===== config.mk =====
export PLATFORM = sky130hd
export DESIGN_NAME = mem_arbiter_flat
export DESIGN_NICKNAME = d
export VERILOG_FILES = /design/src/rtl/mem_arbiter_pkg.sv /design/src/rtl/mem_arbiter_if.sv /design/src/rtl/mem_arbiter_wait_counter.sv /design/src/rtl/mem_arbiter.sv /design/src/flat_wrapper.sv
export SDC_FILE = /design/constraint.sdc
export NUM_CORES = 1
export LEC_CHECK = 0
export CAP_MARGIN = 0
export CORE_AREA = 2 2 117 119
export CTS_CLUSTER_SIZE = 24
export DETAILED_ROUTE_END_ITERATION = 8
export DIE_AREA = 0 0 119 121
export PLACE_DENSITY = 0.76
export SYNTH_ARGS = -nofsm -noshare
export SYNTH_HDL_FRONTEND = slang
export SYNTH_SLANG_ARGS = --single-unit

===== constraint.sdc =====
create_clock -name clk -period 14.2 [get_ports clk]
set_input_delay 4.26 -clock clk [delete_from_list [all_inputs] [get_ports clk]]
set_output_delay 4.26 -clock clk [all_outputs]
set_load 0.01 [all_outputs]

===== src/rtl/mem_arbiter_pkg.sv =====
// mem_arbiter_pkg
// Shared types for the unified memory port arbiter: address/data word types,
// the arbiter ownership state and a small decode helper.
package mem_arbiter_pkg;

    localparam int ADDR_W = 32;
    localparam int DATA_W = 32;

    typedef logic [ADDR_W-1:0] addr_t;
    typedef logic [DATA_W-1:0] data_t;

    // Port ownership: per-cycle arbitration, or held by a locked external burst.
    typedef enum logic [0:0] {
        ARB__FREE     = 1'b0,
        ARB__EXT_LOCK = 1'b1
    } arb_state_t;

    // A granted access that is not a write returns read data one cycle later.
    function automatic logic is_read(input logic gnt, input logic we);
        return gnt & ~we;
    endfunction

endpackage : mem_arbiter_pkg


===== src/rtl/mem_arbiter_if.sv =====
// mem_arbiter_if
// Bundles the two requester channels (core, external) and the memory port.
//   master : requester/memory side (drives requests and mem_rd, sees grants)
//   slave  : arbiter side (mem_arbiter)
interface mem_arbiter_if;
    import mem_arbiter_pkg::*;

    // core requester
    logic  core_req;
    logic  core_we;
    addr_t core_addr;
    data_t core_wdata;
    logic  core_gnt;
    logic  core_rvalid;
    data_t core_rdata;
    logic  core_stall;

    // external requester (loader / debug DMA)
    logic  ext_req;
    logic  ext_we;
    addr_t ext_addr;
    data_t ext_wdata;
    logic  ext_lock;
    logic  ext_gnt;
    logic  ext_rvalid;
    data_t ext_rdata;

    // memory port
    addr_t mem_a;
    data_t mem_wd;
    logic  mem_we;
    data_t mem_rd;

    modport master (
        output core_req, core_we, core_addr, core_wdata,
        input  core_gnt, core_rvalid, core_rdata, core_stall,
        output ext_req, ext_we, ext_addr, ext_wdata, ext_lock,
        input  ext_gnt, ext_rvalid, ext_rdata,
        input  mem_a, mem_wd, mem_we,
        output mem_rd
    );

    modport slave (
        input  core_req, core_we, core_addr, core_wdata,
        output core_gnt, core_rvalid, core_rdata, core_stall,
        input  ext_req, ext_we, ext_addr, ext_wdata, ext_lock,
        output ext_gnt, ext_rvalid, ext_rdata,
        output mem_a, mem_wd, mem_we,
        input  mem_rd
    );

endinterface : mem_arbiter_if


===== src/rtl/mem_arbiter_wait_counter.sv =====
// arb_wait_counter
// Saturating count of consecutive cycles the external requester was denied.
//   clk, reset : clock, asynchronous active-high reset
//   inc        : external request pending and not granted this cycle
//   clr        : external granted, or no external request
//   sat        : count has reached STARVE_LIMIT
module arb_wait_counter #(
    parameter int STARVE_LIMIT = 4
) (
    input  logic clk,
    input  logic reset,
    input  logic inc,
    input  logic clr,
    output logic sat
);

    localparam int CNT_W = $clog2(STARVE_LIMIT + 1);
    localparam logic [CNT_W-1:0] LIMIT_C = CNT_W'(STARVE_LIMIT);

    logic [CNT_W-1:0] cnt_r;

    // Denied-cycle counter: clear wins over increment, holds at the limit.
    always_ff @(posedge clk or posedge reset) begin
        if (reset) begin
            cnt_r <= '0;
        end else if (clr) begin
            cnt_r <= '0;
        end else if (inc && (cnt_r != LIMIT_C)) begin
            cnt_r <= cnt_r + CNT_W'(1);
        end else begin
            cnt_r <= cnt_r;
        end
    end

    assign sat = (cnt_r == LIMIT_C);

endmodule : arb_wait_counter


===== src/rtl/mem_arbiter.sv =====
// mem_arbiter
// Shares the single instruction/data memory port between the multicycle core
// and an external requester. Core has priority, but an external request that
// has been denied STARVE_LIMIT consecutive cycles wins over the core. A
// granted external access with ext_lock set keeps the port until ext_lock
// drops. Grants are combinational; read data returns registered one cycle
// after the grant with a one-cycle rvalid pulse.
//   clk, reset : clock, asynchronous active-high reset
//   bus        : mem_arbiter_if.slave -- core/ext request channels, memory port
module mem_arbiter
    import mem_arbiter_pkg::*;
#(
    parameter int STARVE_LIMIT = 4
) (
    input  logic          clk,
    input  logic          reset,
    mem_arbiter_if.slave  bus
);

    arb_state_t state_r;

    logic  core_gnt_s;
    logic  ext_gnt_s;
    logic  sat_s;
    logic  wait_inc_s;
    logic  wait_clr_s;
    logic  mem_we_s;
    logic  core_stall_s;
    addr_t mem_a_s;
    data_t mem_wd_s;

    logic  core_rvalid_r;
    data_t core_rdata_r;
    logic  ext_rvalid_r;
    data_t ext_rdata_r;

    // Grant decision for the current cycle; nothing is granted during reset.
    always_comb begin
        core_gnt_s = 1'b0;
        ext_gnt_s  = 1'b0;
        if (reset) begin
            core_gnt_s = 1'b0;
            ext_gnt_s  = 1'b0;
        end else begin
            case (state_r)
                ARB__FREE: begin
                    // A starved external request overrides core priority.
                    if (bus.ext_req && (!bus.core_req || sat_s)) begin
                        ext_gnt_s = 1'b1;
                    end else if (bus.core_req) begin
                        core_gnt_s = 1'b1;
                    end else begin
                        core_gnt_s = 1'b0;
                        ext_gnt_s  = 1'b0;
                    end
                end
                ARB__EXT_LOCK: begin
                    ext_gnt_s  = bus.ext_req;
                    core_gnt_s = 1'b0;
                end
                default: begin
                    core_gnt_s = 1'b0;
                    ext_gnt_s  = 1'b0;
                end
            endcase
        end
    end

    // Memory port drive: follow the external requester only when it is granted.
    always_comb begin
        mem_a_s      = bus.core_addr;
        mem_wd_s     = bus.core_wdata;
        if (ext_gnt_s) begin
            mem_a_s  = bus.ext_addr;
            mem_wd_s = bus.ext_wdata;
        end else begin
            mem_a_s  = bus.core_addr;
            mem_wd_s = bus.core_wdata;
        end
        mem_we_s     = (core_gnt_s & bus.core_we) | (ext_gnt_s & bus.ext_we);
        core_stall_s = bus.core_req & ~core_gnt_s & ~reset;
    end

    assign wait_inc_s = bus.ext_req & ~ext_gnt_s;
    assign wait_clr_s = ext_gnt_s | ~bus.ext_req;

    arb_wait_counter #(
        .STARVE_LIMIT (STARVE_LIMIT)
    ) u_wait_counter (
        .clk   (clk),
        .reset (reset),
        .inc   (wait_inc_s),
        .clr   (wait_clr_s),
        .sat   (sat_s)
    );

    // Ownership FSM: a locked external grant takes the port until lock drops.
    always_ff @(posedge clk or posedge reset) begin
        if (reset) begin
            state_r <= ARB__FREE;
        end else begin
            case (state_r)
                ARB__FREE: begin
                    if (ext_gnt_s && bus.ext_lock) begin
                        state_r <= ARB__EXT_LOCK;
                    end else begin
                        state_r <= ARB__FREE;
                    end
                end
                ARB__EXT_LOCK: begin
                    if (!bus.ext_lock) begin
                        state_r <= ARB__FREE;
                    end else begin
                        state_r <= ARB__EXT_LOCK;
                    end
                end
                default: begin
                    state_r <= ARB__FREE;
                end
            endcase
        end
    end

    // Core read return: capture on a granted read, pulse rvalid for one cycle.
    always_ff @(posedge clk or posedge reset) begin
        if (reset) begin
            core_rvalid_r <= 1'b0;
            core_rdata_r  <= '0;
        end else begin
            core_rvalid_r <= is_read(core_gnt_s, bus.core_we);
            if (is_read(core_gnt_s, bus.core_we)) begin
                core_rdata_r <= bus.mem_rd;
            end else begin
                core_rdata_r <= core_rdata_r;
            end
        end
    end

    // External read return: same policy as the core channel.
    always_ff @(posedge clk or posedge reset) begin
        if (reset) begin
            ext_rvalid_r <= 1'b0;
            ext_rdata_r  <= '0;
        end else begin
            ext_rvalid_r <= is_read(ext_gnt_s, bus.ext_we);
            if (is_read(ext_gnt_s, bus.ext_we)) begin
                ext_rdata_r <= bus.mem_rd;
            end else begin
                ext_rdata_r <= ext_rdata_r;
            end
        end
    end

    assign bus.core_gnt    = core_gnt_s;
    assign bus.core_stall  = core_stall_s;
    assign bus.core_rvalid = core_rvalid_r;
    assign bus.core_rdata  = core_rdata_r;
    assign bus.ext_gnt     = ext_gnt_s;
    assign bus.ext_rvalid  = ext_rvalid_r;
    assign bus.ext_rdata   = ext_rdata_r;
    assign bus.mem_a       = mem_a_s;
    assign bus.mem_wd      = mem_wd_s;
    assign bus.mem_we      = mem_we_s;

endmodule : mem_arbiter

===== src/flat_wrapper.sv =====
// flat-port wrapper written by rule: the top's interface ports become plain ports
module mem_arbiter_flat import mem_arbiter_pkg::*;
#(
    parameter int STARVE_LIMIT = 4
)
  (clk, reset, bus_core_req, bus_core_we, bus_core_addr, bus_core_wdata, bus_core_gnt, bus_core_rvalid, bus_core_rdata, bus_core_stall, bus_ext_req, bus_ext_we, bus_ext_addr, bus_ext_wdata, bus_ext_lock, bus_ext_gnt, bus_ext_rvalid, bus_ext_rdata, bus_mem_a, bus_mem_wd, bus_mem_we, bus_mem_rd);
  mem_arbiter_if bus_i ();
  input  logic clk;
  input  logic reset;
  input wire logic [$bits(bus_i.core_req)-1:0] bus_core_req;
  input wire logic [$bits(bus_i.core_we)-1:0] bus_core_we;
  input wire logic [$bits(bus_i.core_addr)-1:0] bus_core_addr;
  input wire logic [$bits(bus_i.core_wdata)-1:0] bus_core_wdata;
  output wire logic [$bits(bus_i.core_gnt)-1:0] bus_core_gnt;
  output wire logic [$bits(bus_i.core_rvalid)-1:0] bus_core_rvalid;
  output wire logic [$bits(bus_i.core_rdata)-1:0] bus_core_rdata;
  output wire logic [$bits(bus_i.core_stall)-1:0] bus_core_stall;
  input wire logic [$bits(bus_i.ext_req)-1:0] bus_ext_req;
  input wire logic [$bits(bus_i.ext_we)-1:0] bus_ext_we;
  input wire logic [$bits(bus_i.ext_addr)-1:0] bus_ext_addr;
  input wire logic [$bits(bus_i.ext_wdata)-1:0] bus_ext_wdata;
  input wire logic [$bits(bus_i.ext_lock)-1:0] bus_ext_lock;
  output wire logic [$bits(bus_i.ext_gnt)-1:0] bus_ext_gnt;
  output wire logic [$bits(bus_i.ext_rvalid)-1:0] bus_ext_rvalid;
  output wire logic [$bits(bus_i.ext_rdata)-1:0] bus_ext_rdata;
  output wire logic [$bits(bus_i.mem_a)-1:0] bus_mem_a;
  output wire logic [$bits(bus_i.mem_wd)-1:0] bus_mem_wd;
  output wire logic [$bits(bus_i.mem_we)-1:0] bus_mem_we;
  input wire logic [$bits(bus_i.mem_rd)-1:0] bus_mem_rd;
  assign bus_i.core_req = bus_core_req;
  assign bus_i.core_we = bus_core_we;
  assign bus_i.core_addr = bus_core_addr;
  assign bus_i.core_wdata = bus_core_wdata;
  assign bus_core_gnt = bus_i.core_gnt;
  assign bus_core_rvalid = bus_i.core_rvalid;
  assign bus_core_rdata = bus_i.core_rdata;
  assign bus_core_stall = bus_i.core_stall;
  assign bus_i.ext_req = bus_ext_req;
  assign bus_i.ext_we = bus_ext_we;
  assign bus_i.ext_addr = bus_ext_addr;
  assign bus_i.ext_wdata = bus_ext_wdata;
  assign bus_i.ext_lock = bus_ext_lock;
  assign bus_ext_gnt = bus_i.ext_gnt;
  assign bus_ext_rvalid = bus_i.ext_rvalid;
  assign bus_ext_rdata = bus_i.ext_rdata;
  assign bus_mem_a = bus_i.mem_a;
  assign bus_mem_wd = bus_i.mem_wd;
  assign bus_mem_we = bus_i.mem_we;
  assign bus_i.mem_rd = bus_mem_rd;
  mem_arbiter #(.STARVE_LIMIT(STARVE_LIMIT)) u_core (.clk(clk), .reset(reset), .bus(bus_i));
endmodule

=== After elaboration in Yosys (flattened, before gate mapping) ===
Index checks and enable logic that the tools add are counted.

* Bitwise gates (word level): 16
* Divide/modulo/power cells: 0
* Equality and inequality tests: 2
* Add/sub/neg operators: 1
* Mux-type cells: 14
* Shift-type cells: 0
* Magnitude comparators: 0
* Reductions and logical operators: 6
* $mul: 0

{| class="wikitable"
|+ Operator list
! operator !! number
|-
| $mux W32 || 2
|-
| $and A1 B1 Y1 || 7
|-
| $mux W1 || 7
|-
| $not A1 Y1 || 7
|-
| $mux W3 || 2
|-
| $pmux W1 S2 || 3
|-
| $add A3 B1 Y3 const B || 1
|-
| $eq A3 B3 Y1 const B || 1
|-
| $logic_and A1 B1 Y1 || 3
|-
| $ne A3 B3 Y1 const B || 1
|-
| $or A1 B1 Y1 || 2
|-
| $reduce_bool A2 Y1 || 1
|-
| $logic_not A1 Y1 || 1
|-
| $logic_or A1 B1 Y1 || 1
|}

* Latch bits: 0
* Output and inout bits: 134
* Bits in registers: 70
* Bits in writable memories: 0
* Logic and storage cells: 45
* Memory bits (read-only): 0
* Memories: 0

=== Logic depth before layout (Yosys ltp) ===
Gate-level depths: netlist of run 1.

* Depth in word-level cells: 11
* Depth in mapped cells: 8

=== By module ===
A second synthesis of run 1 with hierarchy kept.

* Cell total of the unflattened synthesis: 245
* Area total of the unflattened synthesis: 3523.4 um^2

{| class="wikitable"
|+ By module, submodules not included
! module !! sequential area each (um^2) !! area each (um^2) !! times used !! cells an instance
|-
| mem_arbiter || 1676.6 || 3321.9 || 1 || 226
|-
| arb_wait_counter || 75.1 || 201.4 || 1 || 19
|}

=== Least setup slack after synthesis of run 1 ===
No wires, ideal clock.

* Path kind: input -> output
* Start point: in reset
* End point: out bus_mem_wd[19]
* Stages: 5
* Data arrival time: 6.786 ns
* Path buffers: 2
* Slack: 3.154 ns
* Cell sequence: inv_1 -> o311a_1 -> buf_6 -> buf_6 -> mux2_4

* Longest elaborated chain between the ends: 2

{| class="wikitable"
|+ Ends and longest elaborated chain
! item !! line !! text
|-
| from (decl) || flat_wrapper.sv:9 || <nowiki>input logic reset;</nowiki>
|-
| $mux W1 || mem_arbiter.sv:41 || <nowiki>if (reset) begin</nowiki>
|-
| net bus_ext_gnt || flat_wrapper.sv:23 || <nowiki>output wire logic [$bits(bus_i.ext_gnt)-1:0] bus_ext_gnt;</nowiki>
|-
| $mux W32 || mem_arbiter.sv:73 || <nowiki>if (ext_gnt_s) begin</nowiki>
|-
| to (decl) || flat_wrapper.sv:27 || <nowiki>output wire logic [$bits(bus_i.mem_wd)-1:0] bus_mem_wd;</nowiki>
|}

The timed path passes the listed nets, and every way through them passes these cells.

=== Worst setup path in the final report of run 1 ===
* Start point: in bus_ext_req
* End point: out bus_mem_a[15]

* Longest elaborated chain between the ends: 5

{| class="wikitable"
|+ Ends and longest elaborated chain
! item !! line !! text
|-
| from (decl) || flat_wrapper.sv:18 || <nowiki>input wire logic [$bits(bus_i.ext_req)-1:0] bus_ext_req;</nowiki>
|-
| $logic_and A1 B1 Y1 || mem_arbiter.sv:48 || <nowiki>if (bus.ext_req && (!bus.core_req || sat_s)) begin</nowiki>
|-
| $mux W1 || mem_arbiter.sv:48 ||
|-
| $pmux W1 S2 * || mem_arbiter.sv:45 || <nowiki>case (state_r)</nowiki>
|-
| $mux W1 * || mem_arbiter.sv:41 ||
|-
| $mux W32 * || mem_arbiter.sv:73 ||
|-
| to (decl) || flat_wrapper.sv:26 || <nowiki>output wire logic [$bits(bus_i.mem_a)-1:0] bus_mem_a;</nowiki>
|}

Mark *: on every way between the ends. The rest lies on a longest branch, timed or not.

==> results of run 1 <==
through the flow:
step | power, mW | instances | utilization [%] | hold slack, ns
finish | 0.809 | 723 | 55.2 | 0.484
global route | 0.845 | 721 | 55.2 | 0.504
CTS | 0.818 | 721 | 55.2 | 0.490
detailed placement | 0.570 | 705 | 52.7 | 0.477
global placement | 0.563 | 705 | 52.7 | 0.471
floorplan | 0.382 | 240 | - | 0.529
per-layer routing:
layer  share of wire, %  global-route usage (%)  vias to the layer above
li1                   -                       -                     1463
met1                 38                    22.7                     1579
met2                 50                    34.2                      155
met3                 10                    10.1                       24
met4                1.7                    5.28                        4
met5               0.13                       0                        -
cell usage after synthesis (all sizes together):
| cell | number | area, um^2 |
|---|---|---|
| mux2 | 128 | 1680 |
| dfrtp | 70 | 1750 |
| buf | 14 | 191 |
| inv | 7 | 26.3 |
| nor3 | 3 | 15.0 |
| ha | 2 | 25.0 |
| nor2 | 2 | 7.51 |
| a22o | 1 | 8.76 |
| and2 | 1 | 8.76 |
| mux2i | 1 | 10.0 |
| nand2 | 1 | 6.26 |
| nand2b | 1 | 6.26 |
| nand3 | 1 | 5.00 |
| nand3b | 1 | 7.51 |
| nor3b | 1 | 7.51 |
| nor4b | 1 | 15.0 |
| o21a | 1 | 7.51 |
| o21ai | 1 | 5.00 |
| o311a | 1 | 10.0 |
| o311ai | 1 | 26.3 |
| xnor2 | 1 | 8.76 |
path summary, 6_finish.rpt:
kind	from	end	slack [ns]	cells after the start
worst min-delay path	u_core.bus.core_rdata[3]	u_core.bus.core_rdata[3]	0.48	1
max in group asynchronous	reset	u_core.bus.core_rdata[20]	8.97	3
worst max register to register	u_core.state_r	u_core.bus.core_rdata[15]	12.15	4
worst max-delay path	bus_ext_req	bus_mem_a[15]	2.92	5
min in group asynchronous	reset	u_core.state_r	4.65	3
worst min register to register	u_core.bus.core_rdata[3]	u_core.bus.core_rdata[3]	0.48	1
power by group:
| part | leakage (nW) | switching, mW | internal, mW |
|---|---|---|---|
| clock | 0.153 | 0.0890 | 0.155 |
| combinational | 2.00 | 0.102 | 0.194 |
| sequential | 0.842 | 0.0237 | 0.245 |
| total | 3.00 | 0.215 | 0.594 |
flip-flops by register name (all words and copies together) (netlist names):
register,cells
u_core.bus.ext_rdata,32
u_core.bus.ext_rvalid,1
u_core.bus.core_rvalid,1
u_core.state_r,1
u_core.bus.core_rdata,32
u_core.u_wait_counter.cnt_r,3
worst max-delay path, delay by kind of cell:
family / cells / cell delay [ns]
compound gates: 1 / 0.46
buf+inv: 3 / 1.86
mux: 1 / 0.39
cells by family (layout without fill, tap and decap cells):
family                     count (synthesis)  in the layout  share of synthesized area, %
xor gates and xnor gates                   1              1                         0.229
and+or+nand+nor                           12             12                          2.06
muxes                                    129            129                          44.2
AOI/OAI and AO/OA                          5              5                          1.50
buffers and inverters                     21            326                          5.68
other                                      0              2                             0
DFF                                       70             70                          45.7
adders and majority gates                  2              2                         0.653
layout make-up:
type                    count  area (um^2)
diodes                      2         5.00
clock buffers              10          229
clock inverters             6         93.8
fillers                  1091         5860
inverters                   7         26.3
multi-input cells         149         1870
flip-flops and latches     70         1750
well taps                 176          220
repair buffers            303         3030
==> results.py, run 1 <==
metrics = {
    "placed_design": {
        "pre_cts_ws_ns": 2.93,
        "io_buffers": 300,
        "hpwl_um": 12100,
        "place_area_um2": 6900,
        "place_congestion": 0.783,
    },
    "finish": {
        "final_common_cell": "clkdlybuf4s50_1",
        "finalInstanceArea_um2": 7220,
        "layout-drive-gt1-share_pct": 26.2,
        "fin_nets": 709,
        "layout_common_cells": "clkdlybuf4s50_1, dfrtp_1, mux2_4",
        "area_delta_synth_final_pct": 88.6,
    },
    "setup_path": {
        "critPathMostFrequentCell": "clkdlybuf4s50_1",
        "crit_fanout": 51,
        "crit_type": "in -> out",
        "crit_path_end_kind": "output port",
        "cpPeakStageDelay_ns": 0.76,
        "crit_path_top_delay_cell": "buf_4",
        "cp.arrival_ns": 7.02,
        "startpoint_type": "primary input",
        "crit_chain": "clkdlybuf4s50_1, o311a_4, buf_4, mux2_4, clkdlybuf4s50_1",
        "required_ns": 9.94,
    },
    "drt": {
        "drcViolationCount": 0,
        "drtPass1Iterations": 4,
        "detail-route-antenna-nets": 0,
        "via_per_inst": 4.46,
        "wirelength_um": 15000,
        "drt_iter0_drc": 144,
        "avgRoutedWirePerCell_um": 20.8,
        "route.vias.total": 3225,
    },
    "clocking": {
        "postCtsHoldBufs": 0,
        "cts_tree": "yes",
        "cts.path.max_buffers": 2,
        "path_clk_slew_ns": 0.06,
        "clock_sinks": 70,
        "htreeDepth": 3,
        "cts_made_buffers": 9,
        "cts_root_buffer": "clkbuf_16",
        "worstSkewPairLatency_ns": 0.33,
        "cts_resized": 0,
        "post_cts_buffers": 0,
    },
    "pwr": {
        "power_density_nw_per_um2": 112,
        "power.leakage_nw": 3.00,
        "ir_drop_uv": 81.0,
    },
    "synthesis": {
        "synth_cell_types": 26,
        "synth.net_count": 409,
        "syn_area_per_cell_um2": 16.0,
        "synth-seq-cells": 70,
        "synth_seq_area_share_pct": 45.7,
        "syn-cell-area_um2": 3830,
        "synth_warnings": 0,
        "synth_cells": 240,
    },
    "grt": {
        "grt_pass1_wl_um": 21700,
        "grt_pass1_vias": 3573,
        "grt_max_degree": 71,
        "grt_antenna_before_repair": 4,
        "grt-ovfl-total": 0,
        "grt_use_total_pct": 20.2,
    },
    "floorplanning": {
        "die_width_um": 119,
        "core_um2": 13100,
        "num_io_pins": 301,
        "start_util_pct": 29.3,
        "die_area_um2": 14400,
        "die_h_um": 121,
        "rows": 42,
    },
    "timing": {
        "slew_violations": 0,
        "fmax_ghz": 0.0886,
        "worst_slew_pin_slew_ns": 0.911,
        "finClkSkew_ns": 0.00356,
        "fin_tns_setup_ns": 0,
        "period_needed_ns": 11.28,
        "rsz0062_at_grt": "no",
        "finalSetupViolCount": 0,
        "finalHoldViolCount": 0,
        "finalCritPeriodShare_pct": 79.4,
        "relSlewSlack_pct": 39.3,
        "layout_setup_ws_ns": 2.92,
    },
    "min_path": {
        "hp-class": "reg -> reg",
    },
    "outcome": {
        "outcome": "complete, no violations",
    },
    "flow_run": {
        "max-cap-violations": 0,
    },
}
No activity file was read; power rests on OpenSTA's default activity.
==> run 2: changes to the inputs <==
- clock period: 14.2 -> 11.3 ns (I/O delays scaled with it)
==> results.py, run 2 (synthesis gave the netlist of run 1 again) <==
metrics = {
    "outcome": {
        "outcome": "complete, no violations",
    },
    "timing": {
        "finalHoldViolCount": 0,
        "finClkSkew_ns": 0.00735,
        "rsz0062_at_grt": "no",
        "period_needed_ns": 9.57,
        "worst_slew_pin_slew_ns": 0.870,
        "finalSetupViolCount": 0,
        "finalCritPeriodShare_pct": 84.7,
        "fmax_ghz": 0.104,
        "relSlewSlack_pct": 42.0,
        "slew_violations": 0,
        "fin_tns_setup_ns": 0,
        "layout_setup_ws_ns": 1.73,
    },
    "clocking": {
        "htreeDepth": 3,
        "cts.path.max_buffers": 2,
        "path_clk_slew_ns": 0.06,
        "post_cts_buffers": 0,
        "worstSkewPairLatency_ns": 0.32,
        "cts_root_buffer": "clkbuf_16",
        "cts_tree": "yes",
        "clock_sinks": 70,
        "cts_made_buffers": 9,
        "cts_resized": 0,
        "postCtsHoldBufs": 0,
    },
    "floorplanning": {
        "start_util_pct": 29.3,
        "die_h_um": 121,
        "rows": 42,
        "num_io_pins": 301,
        "die_width_um": 119,
        "die_area_um2": 14400,
        "core_um2": 13100,
    },
    "drt": {
        "drtPass1Iterations": 4,
        "drt_iter0_drc": 162,
        "wirelength_um": 15200,
        "via_per_inst": 4.44,
        "route.vias.total": 3211,
        "drcViolationCount": 0,
        "detail-route-antenna-nets": 0,
        "avgRoutedWirePerCell_um": 21.0,
    },
    "grt": {
        "grt_antenna_before_repair": 4,
        "grt_pass1_wl_um": 21900,
        "grt_max_degree": 71,
        "grt_use_total_pct": 20.5,
        "grt_pass1_vias": 3488,
        "grt-ovfl-total": 0,
    },
    "finish": {
        "layout_common_cells": "clkdlybuf4s50_1, dfrtp_1, mux2_4",
        "finalNonFillerCells": 723,
        "multi_input_area_um2": 1870,
        "fin_nets": 709,
        "area_delta_synth_final_pct": 88.6,
        "final_common_cell": "clkdlybuf4s50_1",
        "fill_cells": 1060,
        "layout-drive-gt1-share_pct": 26.2,
        "seq_area_um2": 1750,
        "finalInstanceArea_um2": 7220,
    },
    "placed_design": {
        "pre_cts_ws_ns": 1.74,
        "place_congestion": 0.886,
        "io_buffers": 300,
        "hpwl_um": 12300,
        "place_area_um2": 6900,
        "dp.cells": 705,
    },
    "setup_path": {
        "required_ns": 7.91,
        "crit_path_end_kind": "output port",
        "crit_type": "in -> out",
        "crit_fanout": 43,
        "cp.arrival_ns": 6.18,
        "startpoint_type": "primary input",
    },
    "flow_run": {
        "max-cap-violations": 0,
    },
    "min_path": {
        "hp-class": "reg -> reg",
    },
    "pwr": {
        "power.leakage_nw": 3.00,
        "total_power_mw": 1.01,
        "ir_drop_uv": 111,
        "power_density_nw_per_um2": 140,
    },
}
run 2: cell counts in the layout (fill, tap and decap cells not counted):
Identical to the previous run, type by type.
run 2: final cells by class:
class	instances	area share, %
Antenna cell	2	0.0693
Clock buffer	10	3.17
Clock inverter	6	1.30
Inverter	7	0.364
Multi-Input combinational cell	149	25.9
Sequential cell	70	24.2
Tap cell	176	3.05
Timing Repair Buffer	303	41.9
run 2: final timing paths:
kind | startpoint | to | slack [ns] | depth (start not counted)
setup / recovery | bus_ext_req | bus_mem_a[12] | 1.73 | 5
hold / removal | u_core.bus.core_rdata[7] | u_core.bus.core_rdata[7] | 0.49 | 1
setup reg to reg | u_core.u_wait_counter.cnt_r[0] | u_core.bus.ext_rdata[13] | 9.25 | 6
hold reg to reg | u_core.bus.core_rdata[7] | u_core.bus.core_rdata[7] | 0.49 | 1
max in group asynchronous | reset | u_core.bus.ext_rdata[12] | 6.93 | 3
min in group asynchronous | reset | u_core.state_r | 3.79 | 3
run 2: layer usage:
layer | GRT usage [%] | vias up | wire length (um)
met1 | 25.5 | 1580 | 6320
li1 | - | 1463 | -
met5 | 0 | - | 23
met2 | 34.1 | 153 | 7420
met4 | 3.05 | 4 | 84
met3 | 8.32 | 11 | 1370
run 2: critical path, cell delays in order:
cell	delay, ns
clkdlybuf4s50_1	0.61
o311a_4	0.74
buf_4	0.56
mux2_4	0.35
clkdlybuf4s50_1	0.49
run 2: report_power, final:
| group | leakage [nW] | internal, mW | switching, mW |
|---|---|---|---|
| registers | 0.842 | 0.307 | 0.0290 |
| logic | 2.00 | 0.244 | 0.130 |
| clock network | 0.153 | 0.195 | 0.107 |
run 2: metrics by stage:
stage | hold slack (ns) | util [%]
floorplan | 0.529 | -
global placement | 0.471 | 52.7
detailed placement | 0.478 | 52.7
global route | 0.519 | 55.2
CTS | 0.492 | 55.2
finish | 0.486 | 55.2
